[src/rtl/rom_reader_pkg.sv]
// rom_reader_pkg: shared widths, FSM states and buffer entry layout for rom_burst_reader
package rom_reader_pkg;
  localparam int ADDR_W_DEF = 16;
  localparam int DATA_W_DEF = 4;
  typedef enum logic [1:0] {IDLE = 2'b00, RUN = 2'b01, DRAIN = 2'b10, FIN = 2'b11} state_t;
  typedef struct packed {
    logic [ADDR_W_DEF-1:0] addr;
    logic [DATA_W_DEF-1:0] data;
  } buf_entry_t;
endpackage

[src/rtl/rom_out_buf.sv]
// rom_out_buf: 2-entry synchronous FIFO, push and pop may coincide even when full
module rom_out_buf #(
  parameter int W = 20
) (
  input  logic         clk,
  input  logic         rst_n,
  input  logic         push,
  input  logic         pop,
  input  logic [W-1:0] din,
  output logic [W-1:0] head,
  output logic [1:0]   count
);
  logic [W-1:0] mem [2];
  logic wp, rp;
  always_ff @(posedge clk or negedge rst_n)
    if (!rst_n) begin
      mem[0] <= '0;
      mem[1] <= '0;
      wp     <= 1'b0;
      rp     <= 1'b0;
      count  <= '0;
    end else begin
      if (push) mem[wp] <= din;
      wp    <= wp ^ push;
      rp    <= rp ^ pop;
      count <= count + 2'(push) - 2'(pop);
    end
  assign head = mem[rp];
endmodule

[src/rtl/rom_burst_reader.sv]
// rom_burst_reader: walks a ROM address range into a valid/ready stream; ROM_READER_CHECKSUM_EN adds checksum output
module rom_burst_reader
  import rom_reader_pkg::*;
#(
  parameter int ADDR_W    = ADDR_W_DEF,
  parameter int DATA_W    = DATA_W_DEF,
  parameter int BUF_DEPTH = 2
) (
  input  logic              clk,
  input  logic              rst_n,
  input  logic              start,
  input  logic [ADDR_W-1:0] base_addr,
  input  logic [ADDR_W:0]   length,
  output logic              busy,
  output logic              done,
  output logic [ADDR_W-1:0] rom_addr,
  input  logic [DATA_W-1:0] rom_data,
  output logic              out_valid,
  input  logic              out_ready,
  output logic [DATA_W-1:0] out_data,
  output logic [ADDR_W-1:0] out_addr
`ifdef ROM_READER_CHECKSUM_EN
  ,
  output logic [7:0]        checksum
`endif
);
  localparam logic [ADDR_W:0] LEN_ONE = 1;
  state_t st, st_nx;
  logic [ADDR_W:0] rem;
  logic [ADDR_W-1:0] d_addr;
  logic [1:0] cnt, cnt_nx;
  logic p1, p2, p2_nx, push, pop, issue, accept;
  // p1: rom_addr was just issued and not yet sampled; p2: rom_data holds an uncaptured word for d_addr.
  // A held rom_addr is re-read every cycle, so an uncaptured word survives as long as no newer issue follows.
  always_comb begin
    accept = st == IDLE && start;
    pop    = out_valid & out_ready;
    push   = p2 & (cnt < 2'(BUF_DEPTH) | pop);
    cnt_nx = cnt + 2'(push) - 2'(pop);
    p2_nx  = (p2 & ~push) | p1;
    issue  = st == RUN && rem != '0 && !(p2_nx && cnt_nx == 2'(BUF_DEPTH));
    st_nx  = accept ? (length == '0 ? FIN : length == LEN_ONE ? DRAIN : RUN)
           : st == RUN ? (issue && rem == LEN_ONE ? DRAIN : RUN)
           : st == DRAIN ? (!p1 && !p2_nx && cnt_nx == '0 ? FIN : DRAIN)
           : st == FIN ? IDLE : st;
  end
  always_ff @(posedge clk or negedge rst_n)
    if (!rst_n) begin
      st       <= IDLE;
      rem      <= '0;
      rom_addr <= '0;
      d_addr   <= '0;
      p1       <= 1'b0;
      p2       <= 1'b0;
    end else begin
      st <= st_nx;
      p2 <= p2_nx;
      p1 <= accept ? length != '0 : issue;
      if (p1) d_addr <= rom_addr;
      if (accept && length != '0) begin
        rom_addr <= base_addr;
        rem      <= length - LEN_ONE;
      end else if (issue) begin
        rom_addr <= rom_addr + 1'b1;
        rem      <= rem - LEN_ONE;
      end
    end
  rom_out_buf #(.W(ADDR_W + DATA_W)) u_buf (
    .clk  (clk),
    .rst_n(rst_n),
    .push (push),
    .pop  (pop),
    .din  ({d_addr, rom_data}),
    .head ({out_addr, out_data}),
    .count(cnt)
  );
  assign out_valid = cnt != '0;
  assign busy      = st != IDLE;
  assign done      = st == FIN;
`ifdef ROM_READER_CHECKSUM_EN
  always_ff @(posedge clk or negedge rst_n)
    if (!rst_n) checksum <= '0;
    else checksum <= accept ? 8'h00 : pop ? checksum + 8'(out_data) : checksum;
`endif
endmodule
[config.mk]
export PLATFORM = sky130hd
export DESIGN_NAME = rom_burst_reader
export DESIGN_NICKNAME = d
export VERILOG_FILES = /design/src/rtl/rom_reader_pkg.sv /design/src/rtl/rom_out_buf.sv /design/src/rtl/rom_burst_reader.sv
export SDC_FILE = /design/constraint.sdc
export NUM_CORES = 1
export LEC_CHECK = 0
export CORE_MARGIN = 2
export CORE_UTILIZATION = 30
export DETAILED_ROUTE_END_ITERATION = 7
export DONT_BUFFER_PORTS = 1
export PLACE_DENSITY_LB_ADDON = 0.1
export SLEW_MARGIN = 20
export SYNTH_ARGS = -nofsm -noshare
export SYNTH_HDL_FRONTEND = slang
export SYNTH_SLANG_ARGS = --single-unit
[constraint.sdc]
create_clock -name clk -period 3.3 [get_ports clk]
set_clock_uncertainty 0.15 [all_clocks]
set_input_delay 0 -clock clk [delete_from_list [all_inputs] [get_ports clk]]
set_output_delay 0 -clock clk [all_outputs]
set_load 0.005 [all_outputs]
==> flow_summary.toml <==
[worst_setup_path]
r2r_start = "u_buf.count[1]$_DFF_PN0_"
worstSetupStartpointType = "flop"
crit_path_start = "u_buf.count[1]$_DFF_PN0_"
worstPathArrival_ps = 3150
crit_fanout = 30
path_class = "flop to flop"
worstSetupEndpointType = "flop"
worstPathRequired_ps = 3380

[detailed_routing]
via_count = 3575
drtIter0Drc = 136
ant_nets = 0
wl_microns = 12140
dr.pass1.iters = 4
via_per_inst = 4.799
post-route-drc-count = 0
wl_per_cell_microns = 16.29

[final_layout]
layout-area-overhead-vs-synth_pct = 22.24
drive_gt1_share_pct = 22.86
final_cells = 745
antennaDiodeCount = 0
postLayoutCoreUtil_pct = 37.80
nFillCells = 1705
finalNetCount = 573

[hold_path]
hp-class = "primary input to flop"
hold_path_startpoint = "length[1]"

[floorplanning]
die_h_microns = 135.2
core_area_sq_mm = 0.01670
die-area_sq_mm = 0.01828
start_util_pct = 30.93
fp-row-count = 47
die_w_microns = 135.2
ios = 80

[clock_tree]
cts_setup_buffers = 0
cts_htree_levels = 3
clk_pin_slew_ps = 70
clockBufferDepth = 2
cts_root_buf = "clkbuf_16"
numCtsBuffers = 9
cts_tree = "done"
cts.sinks = 97
clkLatencyLatePin_ps = 350

[placement]
dp_hpwl_microns = 8201
portBuffers = 0
post-place-ws_ps = 267.4
placed_cells = 671
place.gp.congestion = 0.7434

[timing]
relSlewSlack_pct = 34.61
tns_ps = 0
slew_viol_final = 0
finalSetupViolCount = 0
period_needed_ps = 3064
setup_slack_ps = 235.9
fin_crit_sh_pct = 92.85
grt_setup_unrepaired = "no"
tightestPinTransition_ps = 980.9
hold_viol_final = 0
clock.fmax_mhz = 326.4

[pwr]
p_per_area_mw_per_mm2 = 915.5
power.leakage_nw = 2.498
ir_drop_v = 0.0002787

[run_status]
outcome = "finished, final reports clean"

[yosys]
synth_edf_count = 0
async_flop_share_pct = 100.0
yosysWarnings = 0
synth_cells = 468
synth.avg_cell_area_sq_um = 11.04
synth_seq_area_share_pct = 47.00
synthesis.area_sq_mm = 0.005165
ys_types = 56
ys_seq_elements = 97
synth_top_flop_cell = "dfrtp_1"
syn_nets = 521

[global_routing]
grt_max_degree = 98
track_usage_pct = 14.14
grt_pass1_vias = 3811
overflow = 0
grt_first_pass_wirelength_microns = 20000
antenna_found_initial = 0

[run]
maxCapViolations = 0
## cells by family after synthesis
logic type / Yosys count / synth area share [%]
AND/OR/NAND/NOR: 145 / 15.75
AO/OA/AOI/OAI: 57 / 7.292
buffers and inverters: 37 / 2.980
adder cells (fa/ha/maj): 12 / 2.907
XOR/XNOR: 42 / 7.122
flip-flops: 97 / 47.00
multiplexers: 78 / 16.96
## sequential cells by signal, indices dropped and copies added (netlist names)
| name | count |
|---|---|
| u_buf.mem | 40 |
| rom_addr | 16 |
| u_buf.wp | 1 |
| u_buf.count | 2 |
| u_buf.rp | 1 |
| d_addr | 16 |
| p1 | 1 |
| st | 2 |
| p2 | 1 |
| rem | 17 |
## timing repair
| action | in CTS | in global routing |
|---|---|---|
| gates resized for setup | 0 | 1 |
| hold buffers | 58 | 0 |
| endpoints found under the setup margin | 0 | 1 |
| hold endpoints to repair | 146 | 0 |
## where the power goes
part           internal, W  switching [W]
registers          0.00178       0.000546
clock network     0.000630       0.000455
logic              0.00123        0.00114
total              0.00364        0.00214
## area by class of cell
| cell class | count | area [sq um] | area share, % |
|---|---|---|---|
| flip-flops and latches | 97 | 2427 | 38.45 |
| inverters | 16 | 60.06 | 0.9512 |
| well taps | 220 | 275.3 | 4.360 |
| clock buffers | 12 | 256.5 | 4.063 |
| repair buffers | 62 | 640.6 | 10.15 |
| multi-input cells | 334 | 2603 | 41.22 |
| clock inverters | 4 | 51.30 | 0.8125 |
## through the flow
stage / cell area (sq um) / power [W] / hold slack [ps]
after floorplan: 5165 / 0.004084 / -445.6
after global placement: 5400 / 0.004592 / -442.4
after detailed placement: 5400 / 0.004663 / -442.3
after CTS: 6306 / 0.005890 / 3.446
after global routing: 6314 / 0.006291 / 94.99
final: 6314 / 0.005780 / 31.18
## path summary, 6_finish.rpt
path                                             to  cells after the start  slack (ps)
min in group asynchronous  u_buf.mem[2]$_DFFE_PN0P_                      2         110
setup / recovery                rem[14]$_DFFE_PN0P_                     11         240
hold reg to reg            u_buf.mem[9]$_DFFE_PN0P_                      1         350
hold / removal                   rem[7]$_DFFE_PN0P_                      4          30
max in group asynchronous  rom_addr[14]$_DFFE_PN0P_                      2        2530
setup reg to reg                rem[14]$_DFFE_PN0P_                     11         240
## worst max-delay path: stages, from the launching register on
cell,delay [ps]
dfrtp_1,420
inv_1,110
nand2_1,100
and2_1,190
ha_1,400
nand2b_1,210
o221ai_1,130
and3_1,250
buf_12,180
nor3_1,350
a211oi_1,120
a311o_2,330
## synthesized netlist by cell type (2+ instances only)
library cell / number / area, sq um
xor2_1: 10 / 87.58
o21a_1: 3 / 22.52
or4_4: 3 / 33.78
a21oi_1: 8 / 40.04
nor4b_1: 3 / 26.28
o21ai_0: 29 / 145.1
and3_1: 2 / 12.51
nand2_1: 43 / 161.4
or2_2: 4 / 25.02
nor4_1: 14 / 87.58
buf_2: 3 / 15.01
or4_1: 2 / 15.01
inv_1: 16 / 60.06
dfrtp_1: 97 / 2427
o211ai_1: 2 / 15.01
or3_1: 5 / 31.28
mux2_2: 76 / 855.8
o21ai_1: 2 / 10.01
nand4_1: 4 / 25.02
nor2_1: 15 / 56.30
nor3b_1: 3 / 22.52
nand3_1: 7 / 35.03
clkbuf_1: 16 / 60.06
nor3_1: 20 / 100.1
and2_1: 3 / 18.77
xnor2_1: 32 / 280.3
or2_4: 2 / 17.52
ha_1: 12 / 150.1
a211oi_1: 2 / 15.01
and4_1: 2 / 17.52
and4b_1: 2 / 20.02
mux2i_1: 2 / 20.02
## cells in the final DEF, fill, tap and decap left out, types with 3 or more instances in the layout
cell type       n
nor3_1         20
xor2_1         10
ha_1           11
inv_1          16
nor2_1         15
nand3_1         7
dfrtp_1        97
or3_1           5
mux2_2         76
dlygate4sd3_1  57
and2_1          3
or2_2           4
nor4_1         14
o21ai_0        29
nand2_1        43
a21oi_1         7
nor4b_1         3
xnor2_1        32
nand4_1         4
o21a_1          3
or4_4           3
buf_4           3
clkbuf_16       9
## layer usage
metal / share of wire [%] / track usage [%] / up-vias
li1: - / - / 1777
met1: 46 / 17.73 / 1716
met4: 1.9 / 6.076 / 0
met5: 0 / 0 / -
met3: 5.2 / 3.180 / 14
met2: 47 / 23.49 / 68
Note: power is estimated with default switching activity, not from simulation.
